<file path="config.mk">
export PLATFORM = sky130hd
export DESIGN_NAME = fetch_unit
export DESIGN_NICKNAME = d
export VERILOG_FILES = /design/src/rtl/mcu_pkg.sv /design/src/rtl/prog_counter.sv /design/src/rtl/fetch_unit.sv
export SDC_FILE = /design/constraint.sdc
export NUM_CORES = 1
export LEC_CHECK = 0
export ABC_AREA = 1
export BUFFER_PORTS_ARGS = -buffer_cell sky130_fd_sc_hd__buf_2
export CAP_MARGIN = 40
export CORE_MARGIN = 10
export CORE_UTILIZATION = 50
export CTS_BUF_LIST = sky130_fd_sc_hd__clkbuf_4
export CTS_CLUSTER_DIAMETER = 60
export DETAILED_ROUTE_END_ITERATION = 8
export PLACE_DENSITY = 0.83
export SLEW_MARGIN = 30
export SYNTH_ARGS = -nofsm -noshare
export SYNTH_HDL_FRONTEND = slang
export SYNTH_SLANG_ARGS = --single-unit
</file>
<file path="constraint.sdc">
create_clock -name clk -period 2.8 [get_ports clk]
set_input_delay 0.56 -clock clk [delete_from_list [all_inputs] [get_ports clk]]
set_output_delay 0.56 -clock clk [all_outputs]
set_load 0.01 [all_outputs]
</file>
<file path="src/rtl/mcu_pkg.sv">
// Shared types and constants for the 8-bit multi-cycle microcontroller.
package mcu_pkg;

  localparam int DATA_W       = 8;
  localparam int TWO_BYTE_BIT = 7;

  typedef enum logic [1:0] {
    S_OP,
    S_ARG,
    S_HOLD
  } fetch_state_t;

endpackage

</file>
<file path="src/rtl/prog_counter.sv">
// Program counter register: async active-low reset to RESET_PC, load beats increment.
module prog_counter #(
  parameter int                DATA_W   = 8,
  parameter logic [DATA_W-1:0] RESET_PC = '0
) (
  input  logic              clk,
  input  logic              rst_n,
  input  logic              inc,
  input  logic              load,
  input  logic [DATA_W-1:0] load_addr,
  output logic [DATA_W-1:0] pc
);

  always_ff @(posedge clk or negedge rst_n) begin
    if (!rst_n) begin
      pc <= RESET_PC;
    end else if (load) begin
      pc <= load_addr;
    end else if (inc) begin
      pc <= pc + DATA_W'(1);
    end
  end

endmodule

</file>
<file path="src/rtl/fetch_unit.sv">
// Fetch stage: reads one- or two-byte instructions over req/ack and hands them downstream via valid/ready.
module fetch_unit #(
  parameter int                DATA_W   = 8,
  parameter logic [DATA_W-1:0] RESET_PC = '0
) (
  input  logic              clk,
  input  logic              rst_n,
  output logic              mem_req,
  output logic [DATA_W-1:0] mem_addr,
  input  logic              mem_ack,
  input  logic [DATA_W-1:0] mem_rdata,
  output logic              instr_valid,
  input  logic              instr_ready,
  output logic [DATA_W-1:0] ir_op,
  output logic [DATA_W-1:0] ir_operand,
  output logic [DATA_W-1:0] pc,
  input  logic              pc_load,
  input  logic [DATA_W-1:0] pc_load_addr
);

  import mcu_pkg::*;

  fetch_state_t state;
  logic         req_q;
  logic         valid_q;
  logic         ack;
  logic         accept;
  logic         pc_inc;
  logic         pc_ld;

  // An ack is only honoured while a request is actually outstanding.
  assign ack    = mem_ack & req_q;
  assign accept = valid_q & instr_ready;
  assign pc_inc = ack;
  assign pc_ld  = accept & pc_load;

  assign mem_req     = req_q;
  assign mem_addr    = req_q ? pc : '0;
  assign instr_valid = valid_q;

  prog_counter #(
    .DATA_W   (DATA_W),
    .RESET_PC (RESET_PC)
  ) u_pc (
    .clk       (clk),
    .rst_n     (rst_n),
    .inc       (pc_inc),
    .load      (pc_ld),
    .load_addr (pc_load_addr),
    .pc        (pc)
  );

  // req_q/valid_q are registered copies of the next-state decode, so the
  // request only appears one edge after reset release.
  always_ff @(posedge clk or negedge rst_n) begin
    if (!rst_n) begin
      state      <= S_OP;
      req_q      <= 1'b0;
      valid_q    <= 1'b0;
      ir_op      <= '0;
      ir_operand <= '0;
    end else begin
      case (state)
        S_OP: begin
          req_q <= 1'b1;
          if (ack) begin
            ir_op      <= mem_rdata;
            ir_operand <= '0;
            if (mem_rdata[TWO_BYTE_BIT]) begin
              state <= S_ARG;
            end else begin
              state   <= S_HOLD;
              req_q   <= 1'b0;
              valid_q <= 1'b1;
            end
          end
        end
        S_ARG: begin
          if (ack) begin
            ir_operand <= mem_rdata;
            state      <= S_HOLD;
            req_q      <= 1'b0;
            valid_q    <= 1'b1;
          end
        end
        S_HOLD: begin
          if (accept) begin
            state   <= S_OP;
            req_q   <= 1'b1;
            valid_q <= 1'b0;
          end
        end
        default: begin
          state   <= S_OP;
          req_q   <= 1'b0;
          valid_q <= 1'b0;
        end
      endcase
    end
  end

endmodule

</file>
==> results of run 1 <==
worst min-delay path by stage:
stage          startpoint     endpoint  slack [ns]  depth (start not counted)
2_1_floorplan       rst_n  instr_valid        0.26                          0
3_3_place_gp     ir_op[2]     ir_op[2]        0.46                          2
3_5_place_dp     ir_op[4]     ir_op[4]        0.47                          2
4_1_cts             rst_n   u_pc.pc[2]        0.24                          1
5_1_grt             rst_n   u_pc.pc[2]        0.25                          1
6_report            rst_n   u_pc.pc[2]        0.22                          1
sequential cells by signal, indices dropped and copies added (netlist names):
signal       flops
instr_valid      1
ir_operand       8
u_pc.pc          8
state            2
ir_op            8
mem_req          1
metal layers:
metal / up-vias / part of all wire, % / wire length [µm] / track usage (%)
met2: 47 / 42 / 1460 / 20.5
met1: 598 / 44 / 1520 / 16.5
li1: 674 / - / - / -
met5: - / 0 / 0 / 0
met3: 4 / 13 / 463 / 5.85
met4: 0 / 0.92 / 32 / 3.11
cells in the mapped netlist (2+ instances only):
| master | instances | share of area [%] |
|---|---|---|
| buf_6 | 3 | 2.3 |
| nor2_1 | 6 | 1.5 |
| nand2_1 | 58 | 15 |
| nand2_2 | 2 | 0.86 |
| o21ai_0 | 19 | 6.5 |
| dfrtp_1 | 28 | 48 |
| inv_1 | 31 | 8.0 |
| o21ai_2 | 8 | 4.8 |
| a21oi_1 | 2 | 0.69 |
| nand3_1 | 8 | 2.7 |
cell type report:
class / instances / area share (%)
sequential: 28 / 39.9
multi-input combinational: 117 / 33.8
timing repair buffer: 54 / 15.4
inverter: 32 / 7.26
tap: 31 / 2.21
clock buffer: 3 / 1.28
clock inverter: 1 / 0.214
through the flow:
stage / power (W) / setup slack [ns] / instance area, µm²
2_1_floorplan: 0.00136 / 1.55 / 1460
3_3_place_gp: 0.00166 / 1.35 / 1730
3_5_place_dp: 0.00170 / 1.31 / 1730
4_1_cts: 0.00187 / 0.911 / 1760
5_1_grt: 0.00204 / 0.821 / 1760
6_report: 0.00185 / 0.933 / 1760
logic make-up (layout without fill, tap and decap cells):
group | Yosys count | count (layout) | synth area share, %
DFF | 28 | 28 | 48.1
xor gates and xnor gates | 1 | 1 | 0.601
buffers and inverters | 35 | 90 | 11.1
AOI/OAI and AO/OA | 35 | 35 | 14.8
and+or+nand+nor | 80 | 80 | 24.6
adders and majority gates | 1 | 1 | 0.859
worst max-delay path: stages (launching register included):
cell	delay, ns
dfrtp_1	0.68
nand2_1	0.11
inv_1	0.07
buf_2	0.12
power by group through the flow:
stage          registers (W)  clock network, W  logic (W)
3_3_place_gp        0.000766                 0   0.000899
2_1_floorplan       0.000809                 0   0.000550
4_1_cts             0.000764          0.000179   0.000929
5_1_grt             0.000796          0.000193    0.00105
6_report            0.000766          0.000172   0.000909
3_5_place_dp        0.000771                 0   0.000928
==> flow_summary.yaml, run 1 <==
yosys:
  ys_warn_count: 0
  synth_edf_count: 0
  syn-num-nets: 202
  synthFlopType: "dfrtp_1"
  synthArstFlopShare_pct: 100
  ys_seq_area_share_pct: 48.1
  synthCells: 180
  syn_area_per_cell_um2: 8.09
  synth_cell_types: 25
  ys_ff_latch: 28
  synth.cell_area_um2: 1460
sta:
  relSlewSlack_pct: 58.2
  fin_tns_setup_ns: 0
  finalCritPeriodShare_pct: 66.7
  grt_setup_unrepaired: "no"
  finalMaxSlewViolations: 0
  finalSetupViolations: 0
  finalHoldViolations: 0
  fin_hold_ws_ns: 0.220
  fin_skew_ns: 0.00556
  timing.fmax_mhz: 536
  worst_pin_slew_ns: 0.626
  min_period_ns: 1.87
clock_tree:
  clock_latency_ns: 0.33
  cts-resized-gates: 0
  ctsHoldBuffers: 0
  cts_sinks: 28
  cts_max_path_buffers: 2
  clk_pin_slew_ns: 0.15
  cts_made_buffers: 3
  htreeDepth: 1
  cts_setup_buffers: 0
  cts_tree: "done"
  cts-root-buf: "clkbuf_4"
global_routing:
  overflow: 0
  grt_max_degree: 29
  gr-usage-all-layers_pct: 13.2
  grt_pass1_vias: 1368
  grt_pass1_wl_um: 6050
  antenna_found_initial: 0
worst_setup_path:
  path_class: "reg -> out"
  crit_required_ns: 2.24
  cp-start-kind: "flop"
  crit_path_end_kind: "output port"
  arrival_ns: 1.31
  r2r_slack_ns: 1.46
  critPathMaxFanout: 11
  r2r_cells: 5
  r2r_start: "mem_req"
  endpoint: "mem_addr[7]"
  r2r_end: "ir_op[2]"
  critPathLaunch: "mem_req"
pwr:
  p_int_w: 0.000995
  vdd_ir_drop_max_mv: 0.590
  p_comb_share_pct: 49.2
  switching_share_pct: 46.1
  power_density_nw_per_um2: 1050
  power_frac_seq_pct: 41.5
  leakage_nw: 1.05
  p_sw_w: 0.000852
  pwr-share-clk_pct: 9.3
floorplanning:
  core_um2: 2780
  dieArea_um2: 5470
  initial_core_util_pct: 52.4
  die_h_um: 74.0
  die_w_um: 74.0
  row_count: 19
  ios: 55
drt:
  drt-vias-per-instance: 4.97
  vias: 1323
  drc_errors: 0
  first_iter_violations: 51
  routedWlPerCell_um: 13.1
  antenna_left: 0
  routed_wl_um: 3480
  drtPass1Iterations: 4
job:
  maxCapViolations: 0
final_layout:
  utilization_pct: 63.2
  fin_cells: 266
  fin_nets: 258
  n_antenna_cell: 0
  drive_above_1_share_pct: 31.1
  multi_input_area_um2: 594
  mostFrequentLayoutCell: "nand2_1"
  final_cell_mix: "58 x nand2_1, 54 x buf_2, 31 x inv_1, 28 x dfrtp_1, 19 x o21ai_0"
  area_delta_synth_final_pct: 20.7
  ff_latch_area_um2: 701
  fill_cells: 258
place:
  place_congestion: 0.863
  hpwl_um: 2710
  port_buffers: 54
  dp.cells: 262
outcome:
  status: "finished clean"
hold_path:
  min_path_type: "in -> async"
Note: power is estimated with default switching activity, not from simulation.
==> inputs of run 2 (changes only) <==
CORE_UTILIZATION = 45   (was 50)
PLACE_DENSITY = 0.79   (was 0.83)
clock period = 1.56 ns   (was 2.8 ns; I/O delays follow)
==> run 2 against run 1 <==
Net effect:
- via count rose by 1.1%
- critical endpoint is now mem_addr[2]
- hold slack got worse by 0.0076 ns
- utilization fell by 4.1 points
==> flow_summary.yaml, run 2 (synthesis gave the netlist of run 1 again) <==
outcome:
  status: "finished clean"
floorplanning:
  initial_core_util_pct: 47.3
  ios: 55
  dieArea_um2: 5910
  die_h_um: 76.9
  core_um2: 3080
  die_w_um: 76.9
  row_count: 20
sta:
  finalSetupViolations: 0
  worst_pin_slew_ns: 0.617
  finalWorstSetupSlack_ns: 0.153
  finalCritPeriodShare_pct: 90.2
  finalMaxSlewViolations: 0
  grt_setup_unrepaired: "no"
  finalHoldViolations: 0
  relSlewSlack_pct: 58.8
  min_period_ns: 1.41
  timing.fmax_mhz: 711
  fin_skew_ns: 0.00883
  fin_tns_setup_ns: 0
global_routing:
  grt_pass1_wl_um: 6120
  antenna_found_initial: 0
  grt_max_degree: 29
  grt_pass1_vias: 1364
  gr-usage-all-layers_pct: 12.1
  overflow: 0
final_layout:
  utilization_pct: 59.1
  largestRegisters: "ir_op (8), ir_operand (8), u_pc.pc (8)"
  post-route-cell-area_um2: 1820
  n_antenna_cell: 0
  area_delta_synth_final_pct: 24.9
  drive_above_1_share_pct: 32.1
  fin_nets: 260
  final_cell_mix: "58 x nand2_1, 54 x buf_2, 31 x inv_1, 27 x dfrtp_1, 19 x o21ai_0"
  fill_cells: 303
  mostFrequentLayoutCell: "nand2_1"
drt:
  drc_errors: 0
  first_iter_violations: 80
  antenna_left: 0
  drtPass1Iterations: 4
  drt-vias-per-instance: 4.76
  routedWlPerCell_um: 12.6
  routed_wl_um: 3550
  vias: 1338
worst_setup_path:
  path_class: "reg -> out"
  arrival_ns: 1.10
  cp-start-kind: "flop"
  crit_required_ns: 1.25
  r2r_slack_ns: 0.28
  crit_path_end_kind: "output port"
  critPathMaxFanout: 11
clock_tree:
  cts_tree: "done"
  clk_pin_slew_ns: 0.16
  cts-root-buf: "clkbuf_4"
  clock_latency_ns: 0.33
  cts_sinks: 28
  cts_max_path_buffers: 2
  htreeDepth: 1
  cts_made_buffers: 3
job:
  maxCapViolations: 0
place:
  place_congestion: 0.854
  hpwl_um: 2780
  post-place-ws_ns: 0.244
  place_area_um2: 1750
  port_buffers: 54
pwr:
  power_density_nw_per_um2: 1930
  vdd_ir_drop_max_mv: 1.07
  leakage_nw: 1.07
  total_power_w: 0.00351
hold_path:
  min_path_type: "in -> reg"
run 2: timing repair:
| action | in CTS | in global routing |
|---|---|---|
| resized for setup | 1 | 0 |
| setup buffers | 0 | 1 |
| hold buffers | 1 | 0 |
| endpoints found under the hold margin | 28 | 0 |
| endpoints found under the setup margin | 8 | 1 |
run 2: layer usage:
layer	wire length (µm)	global-route usage [%]
met1	1460	14.4
met2	1660	19.9
met3	433	5.83
met4	0	1.12
met5	0	0
run 2: power by group:
group	internal (W)	switching (W)
clock	0.000260	0.000219
combinational	0.000667	0.000999
sequential	0.00105	0.000322
total	0.00197	0.00154
run 2: worst max-delay path, cell delays in order (launching register included):
cell	delay [ns]
dfrtp_2	0.51
nand2_1	0.10
inv_1	0.04
buf_2	0.13
run 2: metrics by stage:
step	std cells	hold WS, ns
detailed placement	275	0.369
finish	281	0.212
CTS	280	0.207
global route	281	0.200
global placement	275	0.366
floorplan	180	0.0164
run 2: cell type report:
cell class	instances	area (µm²)	area share (%)
sequential	28	702	38.6
multi-input combinational	117	594	32.7
timing repair buffer	56	288	15.8
inverter	32	128	7.02
tap	44	55.1	3.03
clock inverter	1	30.0	1.65
clock buffer	3	22.5	1.24
run 2: worst paths after layout:
path,from,cells after the start,to
setup / recovery,mem_req,3,mem_addr[2]
hold / removal,mem_rdata[2],3,ir_op[2]
min in group asynchronous,rst_n,2,instr_valid
setup reg to reg,instr_valid,5,u_pc.pc[1]
max in group asynchronous,rst_n,2,mem_req
hold reg to reg,ir_op[4],2,ir_op[4]
